### src/rtl/fetch_pkg.sv
// fetch_pkg: shared types and constants for the instruction-fetch PC controller.
// Optional feature macro used by the top: FETCH_STALL_CNT_EN (stall-cycle counter).
package fetch_pkg;

    // Instruction and address width
    localparam int WORD_W = 32;

    // Default PC loaded on reset
    localparam logic [WORD_W-1:0] RESET_PC_DEFAULT = 32'h0000_0000;

    // Fetch controller states
    typedef enum logic [1:0] {
        RST_WAIT = 2'd0,
        FETCH    = 2'd1,
        HOLD     = 2'd2
    } fetch_state_t;

endpackage

### src/rtl/ifid_reg.sv
// ifid_reg: IF/ID pipeline register with load, clear and hold.
// clear wins over load; clear only drops valid, the data fields keep their last value.
module ifid_reg
    import fetch_pkg::*;
(
    input  logic              clk,
    input  logic              rst_n,
    input  logic              load,
    input  logic              clear,
    input  logic [WORD_W-1:0] instr_in,
    input  logic [WORD_W-1:0] npc_in,
    output logic              valid,
    output logic [WORD_W-1:0] instr,
    output logic [WORD_W-1:0] npc
);

    logic              valid_reg;
    logic [WORD_W-1:0] instr_reg;
    logic [WORD_W-1:0] npc_reg;

    // Pipeline register update: clear > load > hold
    always_ff @(posedge clk or negedge rst_n) begin
        if (!rst_n) begin
            valid_reg <= 1'b0;
            instr_reg <= '0;
            npc_reg   <= '0;
        end else if (clear) begin
            valid_reg <= 1'b0;
        end else if (load) begin
            valid_reg <= 1'b1;
            instr_reg <= instr_in;
            npc_reg   <= npc_in;
        end
    end

    assign valid = valid_reg;
    assign instr = instr_reg;
    assign npc   = npc_reg;

endmodule

### src/rtl/fetch_pc_ctrl.sv
// fetch_pc_ctrl: PC register and fetch FSM (RST_WAIT -> FETCH <-> HOLD) feeding the
// IF/ID register. The PC incrementer is external: pc_out goes out, npc_in comes back.
// Define FETCH_STALL_CNT_EN to add the saturating stall_cycles[15:0] output.
module fetch_pc_ctrl
    import fetch_pkg::*;
#(
    parameter logic [WORD_W-1:0] RESET_PC = RESET_PC_DEFAULT
) (
    input  logic              clk,
    input  logic              rst_n,
    output logic [WORD_W-1:0] pc_out,
    input  logic [WORD_W-1:0] npc_in,
    input  logic              branch_taken,
    input  logic [WORD_W-1:0] branch_target,
    input  logic              stall,
    input  logic              flush,
    output logic              imem_req,
    output logic [WORD_W-1:0] imem_addr,
    input  logic              imem_ack,
    input  logic [WORD_W-1:0] imem_rdata,
    output logic              ifid_valid,
    output logic [WORD_W-1:0] ifid_instr,
    output logic [WORD_W-1:0] ifid_npc
`ifdef FETCH_STALL_CNT_EN
    ,
    output logic [15:0]       stall_cycles
`endif
);

    fetch_state_t      state_reg, state_next;
    logic [WORD_W-1:0] pc_reg, pc_next;
    logic [WORD_W-1:0] hold_instr_reg, hold_instr_next;
    logic [WORD_W-1:0] hold_npc_reg, hold_npc_next;
    logic              ifid_load;
    logic              ifid_clear;
    logic [WORD_W-1:0] ifid_instr_in;
    logic [WORD_W-1:0] ifid_npc_in;

    // State, PC and hold-buffer registers
    always_ff @(posedge clk or negedge rst_n) begin
        if (!rst_n) begin
            state_reg      <= RST_WAIT;
            pc_reg         <= RESET_PC;
            hold_instr_reg <= '0;
            hold_npc_reg   <= '0;
        end else begin
            state_reg      <= state_next;
            pc_reg         <= pc_next;
            hold_instr_reg <= hold_instr_next;
            hold_npc_reg   <= hold_npc_next;
        end
    end

    // Next-state and datapath decisions; priority branch > flush > stall > ack
    always_comb begin
        state_next      = state_reg;
        pc_next         = pc_reg;
        hold_instr_next = hold_instr_reg;
        hold_npc_next   = hold_npc_reg;
        ifid_load       = 1'b0;
        ifid_clear      = 1'b0;
        ifid_instr_in   = imem_rdata;
        ifid_npc_in     = npc_in;
        if (branch_taken) begin
            pc_next         = branch_target;
            ifid_clear      = 1'b1;
            hold_instr_next = '0;
            hold_npc_next   = '0;
            state_next      = FETCH;
        end else if (flush) begin
            ifid_clear      = 1'b1;
            hold_instr_next = '0;
            hold_npc_next   = '0;
            state_next      = FETCH;
        end else begin
            case (state_reg)
                RST_WAIT: state_next = FETCH;
                FETCH: begin
                    if (imem_ack && !stall) begin
                        ifid_load = 1'b1;
                        pc_next   = npc_in;
                    end else if (imem_ack && stall) begin
                        // Park the returned word until decode can take it
                        hold_instr_next = imem_rdata;
                        hold_npc_next   = npc_in;
                        state_next      = HOLD;
                    end else if (!stall) begin
                        ifid_clear = 1'b1;
                    end
                end
                HOLD: begin
                    if (!stall) begin
                        ifid_load       = 1'b1;
                        ifid_instr_in   = hold_instr_reg;
                        ifid_npc_in     = hold_npc_reg;
                        pc_next         = hold_npc_reg;
                        hold_instr_next = '0;
                        hold_npc_next   = '0;
                        state_next      = FETCH;
                    end
                end
                default: state_next = RST_WAIT;
            endcase
        end
    end

    // Memory request is issued only while fetching
    always_comb begin
        imem_req = (state_reg == FETCH);
    end

    assign pc_out    = pc_reg;
    assign imem_addr = pc_reg;

    ifid_reg u_ifid_reg (
        .clk      (clk),
        .rst_n    (rst_n),
        .load     (ifid_load),
        .clear    (ifid_clear),
        .instr_in (ifid_instr_in),
        .npc_in   (ifid_npc_in),
        .valid    (ifid_valid),
        .instr    (ifid_instr),
        .npc      (ifid_npc)
    );

`ifdef FETCH_STALL_CNT_EN
    logic [15:0] stall_cnt_reg;

    // Saturating count of cycles with stall asserted
    always_ff @(posedge clk or negedge rst_n) begin
        if (!rst_n) begin
            stall_cnt_reg <= '0;
        end else if (stall && (stall_cnt_reg != 16'hFFFF)) begin
            stall_cnt_reg <= stall_cnt_reg + 16'd1;
        end
    end

    assign stall_cycles = stall_cnt_reg;
`endif

endmodule

### config.mk
export PLATFORM = sky130hd
export DESIGN_NAME = fetch_pc_ctrl
export DESIGN_NICKNAME = d
export VERILOG_FILES = /design/src/rtl/fetch_pkg.sv /design/src/rtl/ifid_reg.sv /design/src/rtl/fetch_pc_ctrl.sv
export SDC_FILE = /design/constraint.sdc
export NUM_CORES = 1
export LEC_CHECK = 0
export CORE_ASPECT_RATIO = 1.25
export CORE_MARGIN = 4
export CORE_UTILIZATION = 46
export CTS_CLUSTER_DIAMETER = 120
export DETAILED_ROUTE_END_ITERATION = 8
export GPL_TIMING_DRIVEN = 0
export PLACE_DENSITY = 0.75
export SLEW_MARGIN = 20
export SYNTH_ARGS = -nofsm -noshare
export SYNTH_HDL_FRONTEND = slang
export SYNTH_SLANG_ARGS = --single-unit
### constraint.sdc
create_clock -name clk -period 2.9 [get_ports clk]
set_input_delay 0.58 -clock clk [delete_from_list [all_inputs] [get_ports clk]]
set_output_delay 0.58 -clock clk [all_outputs]
set_load 0.02 [all_outputs]
# Yosys cells after proc, flatten, opt, wreduce, memory -nomap -nowiden
# Index checks and enable logic that the tools add are counted.
[totals]
regBits = 163
[op_classes]
n_bitwise = 1
n_mux = 42
reduce_logical = 11
n_eq_ne = 8
[ops]
columns = ["cell", "count"]
rows = [
  ["32-bit two-way mux", 21],
  ["32-bit one-hot mux with 2 select lines", 3],
  ["1-bit two-way mux", 11],
  ["2-bit two-way mux", 5],
  ["4-bit != test, second input constant", 2],
  ["4-bit AND reduction", 2],
  ["2-bit one-hot mux with 3 select lines", 1],
  ["4-bit by 3-bit != test with 1-bit output, second input constant", 1],
  ["4-bit nonzero test", 1],
  ["3-bit by 2-bit != test with 1-bit output, second input constant", 1],
  ["3-bit != test, second input constant", 1],
  ["3-bit AND reduction", 1],
  ["3-bit nonzero test", 1],
  ["2-bit by 1-bit == test with 1-bit output, second input constant", 1],
  ["2-bit == test, second input constant", 1],
  ["1-bit logical AND", 2],
  ["2-bit zero test", 1],
  ["2-bit != test, second input constant", 1],
  ["1-bit one-hot mux with 2 select lines", 1],
  ["2-bit AND reduction", 1],
  ["2-bit nonzero test", 1],
  ["1-bit zero test", 1],
  ["1-bit inverter", 1],
]

# Logic depth before layout (Yosys ltp)
# Gate-level depths: netlist of run 1.
[depth]
depth_word = 8
mapped_depth = 9

# Cells and area by module
# From an unflattened synthesis of run 1, not the netlist that was laid out.
[hier_totals]
hier_cells = 766
hier_area_um2 = 8744.6
[by_module_without_submodules]
columns = ["module", "n_inst", "area_each_um2", "seq_area_each_um2", "cells_per_inst"]
rows = [
  ["fetch_pc_ctrl", 1, 6010.8, 2452.4, 627],
  ["ifid_reg", 1, 2733.9, 1626.6, 139],
]

# Least setup slack after synthesis of run 1
# No wires, ideal clock.
[synth_path]
path_type = "register -> register"
from = "reg state_reg[1]"
to = "reg u_ifid_reg.instr_reg[10] (netlist: u_ifid_reg.instr[10])"
path_stages_with_launch = 7
setup_slack_ns = 0.546
setup_time_ns = 0.125
arrival_time_ns = 2.229
n_path_buf = 1
path_cell_list = "dfrtp_1 inv_1 ha_1 nand2b_1 a2111oi_4 buf_6 mux2_4"
[synth_between]
elab_chain_cells = 6
elab_cells_between_ends = 13
classes_between = "eq/ne (2); mux (9); bitwise (1); reduce/logical (1)"
[synth_rtl]
columns = ["element", "line_no", "rtl"]
rows = [
  ["from (decl)", "fetch_pc_ctrl.sv:30", "fetch_state_t state_reg, state_next;"],
  ["from (signal assigned)", "fetch_pc_ctrl.sv:47", "state_reg <= state_next;"],
  ["2-bit by 1-bit == test with 1-bit output (*)", "--", ""],
  ["named net imem_req", "fetch_pc_ctrl.sv:17", "output logic imem_req,"],
  ["1-bit two-way mux", "fetch_pc_ctrl.sv:76", "case (state_reg)"],
  ["1-bit two-way mux", "fetch_pc_ctrl.sv:70", "end else if (flush) begin"],
  ["1-bit two-way mux", "fetch_pc_ctrl.sv:64", "if (branch_taken) begin"],
  ["1-bit inverter (no source line)", "--", ""],
  ["2-bit AND reduction (no source line) (*)", "--", ""],
  ["to (signal assigned)", "ifid_reg.sv:31", "instr_reg <= instr_in;"],
  ["to (decl)", "ifid_reg.sv:18", "logic [WORD_W-1:0] instr_reg;"],
]
# Mark *: on every way through the listed nets, which the timed path passes. The rest lies on a longest branch.
# A chain may end at the register's enable or synchronous reset.

# Worst setup path in the final report of run 1
[layout_path]
from = "reg state_reg[0]"
to = "reg pc_reg[3] (netlist: imem_addr[3])"
[layout_between]
elab_chain_cells = 4
elab_cells_between_ends = 9
classes_between = "eq/ne (4); mux (3); reduce/logical (2)"
[layout_rtl]
columns = ["element", "line_no", "rtl"]
rows = [
  ["2-bit == test / 2-bit by 1-bit == test with 1-bit output (equally long branches)", "fetch_pc_ctrl.sv:76", ""],
  ["32-bit one-hot mux with 2 select lines", "fetch_pc_ctrl.sv:76", ""],
  ["32-bit two-way mux", "fetch_pc_ctrl.sv:70", ""],
  ["32-bit two-way mux", "fetch_pc_ctrl.sv:64", ""],
  ["to (signal assigned)", "fetch_pc_ctrl.sv:48", "pc_reg <= pc_next;"],
  ["to (decl)", "fetch_pc_ctrl.sv:31", "logic [WORD_W-1:0] pc_reg, pc_next;"],
]
# Several ways; a longest one is shown, not always the timed one. The select of a mux whose other input is x is not followed.

==> flow_summary.json, run 1 <==
{
  "outcome": "completed",
  "ant_nets": 0,
  "p_leak_nw": 5.187,
  "fp.dieW_um": 138.5,
  "first_pass_iters": 5,
  "clock_skew_ns": 0.007111,
  "synth-seq-cells": 163,
  "antenna_cells": 0,
  "synthCells": 885,
  "power_frac_seq_pct": 34.8,
  "maxSlewHeadroom_pct": 58.93,
  "grt_first_pass_wirelength_um": 49840,
  "synth-edff-count": 0,
  "drc": 0,
  "netSwitchingPower_mw": 2.665,
  "die-area_um2": 23710,
  "die_h_um": 171.2,
  "finalSetupViolCount": 0,
  "ys_seq_area_share_pct": 41.63,
  "n_fill_cell": 1721,
  "clockPowerShare_pct": 30.6,
  "port_buffers": 230,
  "fmax_mhz": 364.5,
  "peakVddDrop_mv": 0.3978,
  "insertion_delay_ns": 0.43,
  "post_synth_num_cell_types": 35,
  "syn2layout_area_growth_pct": 34.44,
  "drive_gt1_share_pct": 27.68,
  "intPower_mw": 5.812,
  "start_util_pct": 46.89,
  "crit_fanout": 10,
  "post_drt_via_cell_ratio": 6.117,
  "design_power_total_mw": 8.477,
  "vias": 8704,
  "swShare_pct": 31.44,
  "ff2ff_path_depth": 8,
  "synth_fp_nets": 992,
  "cts-root-buf": "clkbuf_16",
  "grt_pass1_vias": 8912,
  "cts.path.max_buffers": 2,
  "drt-total-wl_um": 31600,
  "async_reset_ff_share_pct": 100.0,
  "rsz0062_at_grt": "false",
  "finalCritPeriodShare_pct": 94.61,
  "cts_inserted_buffers": 17,
  "num_rows": 59,
  "grt_max_degree": 93,
  "maxCapViolCount": 0,
  "finalHoldViolCount": 0,
  "fp.coreArea_um2": 20890,
  "cts_sinks": 163,
  "cts_tree": "built",
  "utilization_pct": 63.05,
  "period_needed_ns": 2.744,
  "syn_area_um2": 9797,
  "critPathLaunchType": "flip-flop",
  "fin_tns_setup_ns": 0,
  "drt_iter0_markers": 618,
  "routedWlPerCell_um": 22.21,
  "cp-end-kind": "flip-flop",
  "synth_area_per_cell_um2": 11.07,
  "grt_overflow": 0,
  "hold_path.class": "in2async",
  "report.final.slew_viol_count": 0,
  "synth_compound_area_share_pct": 17.71,
  "ios": 232,
  "fin_cells": 1423,
  "synth-simple-area-share_pct": 15.44,
  "htree_levels": 4,
  "r2r_slack_ns": 0.16,
  "ys.warnings.count": 0,
  "cts_hold_buf": 0,
  "clk_pin_slew_ns": 0.07,
  "timing_worst_setup_path_type": "reg2reg",
  "synth-xor-area-share_pct": 0,
  "place_inst": 1392,
  "grt_usage_pct": 26.01,
  "arrival_ns": 3.02,
  "synth_ff_type": "dfrtp_1",
  "worst_slew_pin_slew_ns": 0.6161,
  "combPwrFrac_pct": 34.7,
  "synth-adder-area-share_pct": 0.6386,
  "place.gp.congestion": 0.9097,
  "power.density_nw_per_um2": 643.6,
  "dp_hpwl_um": 22270,
  "required_ns": 3.18,
  "synth_top_family_by_area": "compound AO/OA/AOI/OAI gates",
  "nets": 1244,
  "antenna_found_initial": 3,
  "synthMuxAreaShare_pct": 17.01
}
## worst paths after layout
kind / from / end
worst max-delay path: state_reg[0] / imem_addr[3]
worst min-delay path: rst_n / u_ifid_reg.instr[3]
worst max register to register: state_reg[0] / imem_addr[3]
worst min register to register: u_ifid_reg.npc[5] / u_ifid_reg.npc[5]
max in group asynchronous: rst_n / imem_addr[3]
min in group clk: u_ifid_reg.npc[5] / u_ifid_reg.npc[5]
## what timing repair did
| item | 4_1_cts | 5_1_grt |
|---|---|---|
| buffers inserted | 0 | 0 |
| setup endpoints to repair | 0 | 49 |
| endpoints found under the hold margin | 0 | 0 |
| gates resized for setup | 0 | 16 |
## stage by stage
step / instance area (µm²) / setup slack (ns) / hold slack [ns]
after detailed placement: 12500 / -0.2200 / 0.4916
after global placement: 12440 / -5.757 / 0.4915
final: 13170 / 0.1564 / 0.09311
after CTS: 13160 / 0.06718 / 0.1371
after global routing: 13170 / 0.0007216 / 0.1372
after floorplan: 9797 / 0.5463 / 0.2844
## power groups by stage
stage                     clock [mW]  sequential (mW)  combinational, mW
after global routing            2.71             3.00               3.10
after global placement             0             2.97               2.90
after detailed placement           0             2.98               2.93
after CTS                       2.61             2.95               2.95
final                           2.59             2.95               2.94
after floorplan                    0             3.37               1.16
## cell usage in the layout, fill, tap and decap left out, types with 2 or more instances in the layout
cell type,synthesis,routed
nand4b_1,64,64
a221oi_1,64,64
or3b_2,64,64
buf_4,32,32
inv_6,0,3
nor2b_1,2,2
o21ai_0,2,2
dfrtp_1,163,163
clkbuf_2,1,9
o32ai_1,32,32
buf_2,9,9
clkbuf_16,0,17
clkdlybuf4s50_1,0,229
ha_1,5,5
buf_1,5,5
o31ai_1,65,65
buf_6,6,8
or2_2,32,32
clkbuf_8,0,3
nor2_1,33,33
clkbuf_1,92,84
inv_1,4,4
nand2b_1,2,2
mux2_4,60,60
mux2_2,68,68
bufinv_16,0,5
a21oi_1,67,67
## metal layers
metal  part of all wire, %  GRT usage, %  up-vias
met5                  0.13             0        -
met4                   2.0         7.778        6
met3                   6.8         5.340       49
met2                    51         44.75      413
met1                    41         33.34     4364
li1                      -             -     3872
## layout make-up
cell class	count	area (µm²)	share of cell area, %
Timing Repair Buffer	233	2357	17.90
Tap cell	274	342.8	2.603
Inverter	5	18.77	0.1425
Buffer	145	732.0	5.557
Sequential cell	163	4079	30.97
Clock buffer	20	466.7	3.543
Clock inverter	11	197.7	1.501
Multi-Input combinational cell	572	4977	37.79
## synth_stat cells (2+ instances only)
library cell  number  area share, %
nor2_1            33            1.3
nand4b_1          64            5.7
a21oi_1           67            3.4
buf_4             32            2.5
ha_1               5           0.64
o32ai_1           32            2.9
buf_1              5           0.19
o31ai_1           65            5.0
or2_2             32            2.0
dfrtp_1          163             42
a221oi_1          64            5.7
mux2_2            68            7.8
or3b_2            64            5.7
mux2_4            60            9.2
buf_6              6           0.69
buf_2              9           0.46
inv_1              4           0.15
clkbuf_1          92            3.5
nand2b_1           2           0.13
o21ai_0            2           0.10
nor2b_1            2           0.13
## kinds of logic (layout without fill, tap and decap cells)
kind of cell / after synthesis / after routing
buffers and inverters: 150 / 414
flip-flops: 163 / 163
AO/OA/AOI/OAI: 235 / 235
multiplexers: 128 / 128
adder cells (fa/ha/maj): 5 / 5
AND/OR/NAND/NOR: 204 / 204
## worst max-delay path, stage by stage (launching register included)
cell	delay [ns]
dfrtp_1	0.41
inv_1	0.10
ha_1	0.19
buf_2	0.18
clkbuf_1	0.25
clkbuf_1	0.27
or3b_2	0.50
a221oi_1	0.52
a221oi_1	0.18
No activity file was read; power rests on OpenSTA's default activity.
==> run 2: changes to the inputs <==
CTS_CLUSTER_DIAMETER = 40   (was 120)
==> results of run 2 <==
The final DEF is identical to that of run 1; final timing and power are the same.
==> run 3: changes to the inputs <==
CTS_CLUSTER_SIZE = 16   (was not set)
TNS_END_PERCENT = 100   (was not set)
clock period = 3.21 ns   (was 2.9 ns; I/O delays follow)
==> flow_summary.json, run 3 (synthesis results as in run 1) <==
{
  "grt_pass1_vias": 8912,
  "grt_usage_pct": 26.01,
  "cts_sinks": 163,
  "fp.dieW_um": 138.5,
  "first_pass_iters": 6,
  "start_util_pct": 46.89,
  "timing.hold.ws_ns": 0.1501,
  "ios": 232,
  "cts_tree": "built",
  "place_worst_setup_slack_ns": 0.02796,
  "cp-end-kind": "flip-flop",
  "r2r_slack_ns": 0.37,
  "hold_path.class": "in2async",
  "grt_overflow": 0,
  "rsz0062_at_grt": "false",
  "setup_slack_ns": 0.3670,
  "vias": 8689,
  "die-area_um2": 23710,
  "drt-total-wl_um": 31570,
  "antenna_found_initial": 3,
  "clock_skew_ns": 0.008136,
  "final_common_cell": "clkdlybuf4s50_1",
  "p_leak_nw": 5.160,
  "place.gp.congestion": 0.9097,
  "finalHoldViolCount": 0,
  "dp_hpwl_um": 22270,
  "antenna_cells": 0,
  "report.final.slew_viol_count": 0,
  "required_ns": 3.53,
  "cts-root-buf": "clkbuf_16",
  "peakVddDrop_mv": 0.3598,
  "outcome": "completed",
  "place_area_um2": 12500,
  "cts_inserted_buffers": 17,
  "drc": 0,
  "grt_max_degree": 93,
  "htree_levels": 4,
  "clk_pin_slew_ns": 0.07,
  "drive_gt1_share_pct": 26.98,
  "nets": 1244,
  "mostFrequentLayoutCells": "229 x clkdlybuf4s50_1, 163 x dfrtp_1, 92 x clkbuf_1, 68 x mux2_2, 67 x a21oi_1",
  "cts_setup_buffers": 0,
  "crit_fanout": 10,
  "fp.coreArea_um2": 20890,
  "timing_worst_setup_path_type": "reg2reg",
  "cts.path.max_buffers": 2,
  "period_needed_ns": 2.843,
  "fmax_mhz": 351.7,
  "post_drt_via_cell_ratio": 6.106,
  "finalCritPeriodShare_pct": 88.57,
  "arrival_ns": 3.16,
  "maxSlewHeadroom_pct": 54.19,
  "finalSetupViolCount": 0,
  "maxCapViolCount": 0,
  "cts_hold_buf": 0,
  "grt_first_pass_wirelength_um": 49840,
  "num_rows": 59,
  "ant_nets": 0,
  "worst_slew_pin_slew_ns": 0.6871,
  "cts_resized": 0,
  "drt_iter0_markers": 614,
  "critPathLaunchType": "flip-flop",
  "routedWlPerCell_um": 22.19,
  "insertion_delay_ns": 0.43,
  "die_h_um": 171.2,
  "power.density_nw_per_um2": 581.7,
  "port_buffers": 230,
  "syn2layout_area_growth_pct": 34.34,
  "final_area_um2": 13160
}
==> run 3: cell count changes in the layout (fill, tap and decap cells not counted) <==
cell      change
clkbuf_1      +8
clkbuf_2      -8
==> run 3: per-layer routing <==
layer  part of all wire, %  routed length [µm]  vias to the layer above  track usage (%)
met1                    41               12900                     4345            33.34
met2                    50               15900                      405            44.75
met4                   2.2                 685                        6            7.778
met5                  0.13                  41                        -                0
met3                   6.5                2047                       59            5.340
li1                      -                   -                     3874                -
==> run 3: worst paths after layout <==
kind	startpoint	end	depth (start not counted)
setup / recovery	state_reg[0]	u_ifid_reg.npc[15]	8
hold / removal	rst_n	u_ifid_reg.instr[11]	1
setup reg to reg	state_reg[0]	u_ifid_reg.npc[15]	8
hold reg to reg	u_ifid_reg.npc[5]	u_ifid_reg.npc[5]	1
max in group asynchronous	rst_n	imem_addr[3]	2
min in group clk	u_ifid_reg.npc[5]	u_ifid_reg.npc[5]	1
==> run 3: cell type report <==
cell class | count | area [µm²]
timing repair buffer | 233 | 2357
clock buffer | 20 | 466.7
multi-input combinational | 572 | 4977
tap | 274 | 342.8
inverter | 5 | 18.77
fill | 1726 | 7730
clock inverter | 11 | 197.7
buffer | 145 | 721.9
sequential | 163 | 4079
==> run 3: critical path, stage by stage, from the launching register on <==
cell and delay [ns]:
dfrtp_1 0.43, inv_1 0.12, ha_1 0.14, buf_2 0.21, nor4b_1 0.23, buf_2 0.33
clkbuf_1 0.57, mux2_2 0.43, mux2_4 0.26
==> run 3: where the power goes <==
part | internal, mW | total, mW | switching (mW)
sequential | 2.41 | 2.66 | 0.255
combinational | 1.39 | 2.65 | 1.26
clock | 1.45 | 2.34 | 0.892
total | 5.25 | 7.66 | 2.41
==> run 3: through the flow <==
step / TNS, ns / std cells / util, % / total power [mW]
global placement: -900.23 / 1389 / 59.56 / 5.303
floorplan: 0 / 885 / - / 4.087
global route: 0 / 1423 / 63.00 / 7.959
CTS: 0 / 1423 / 63.00 / 7.684
detailed placement: 0 / 1392 / 59.82 / 5.339
finish: 0 / 1423 / 63.00 / 7.656
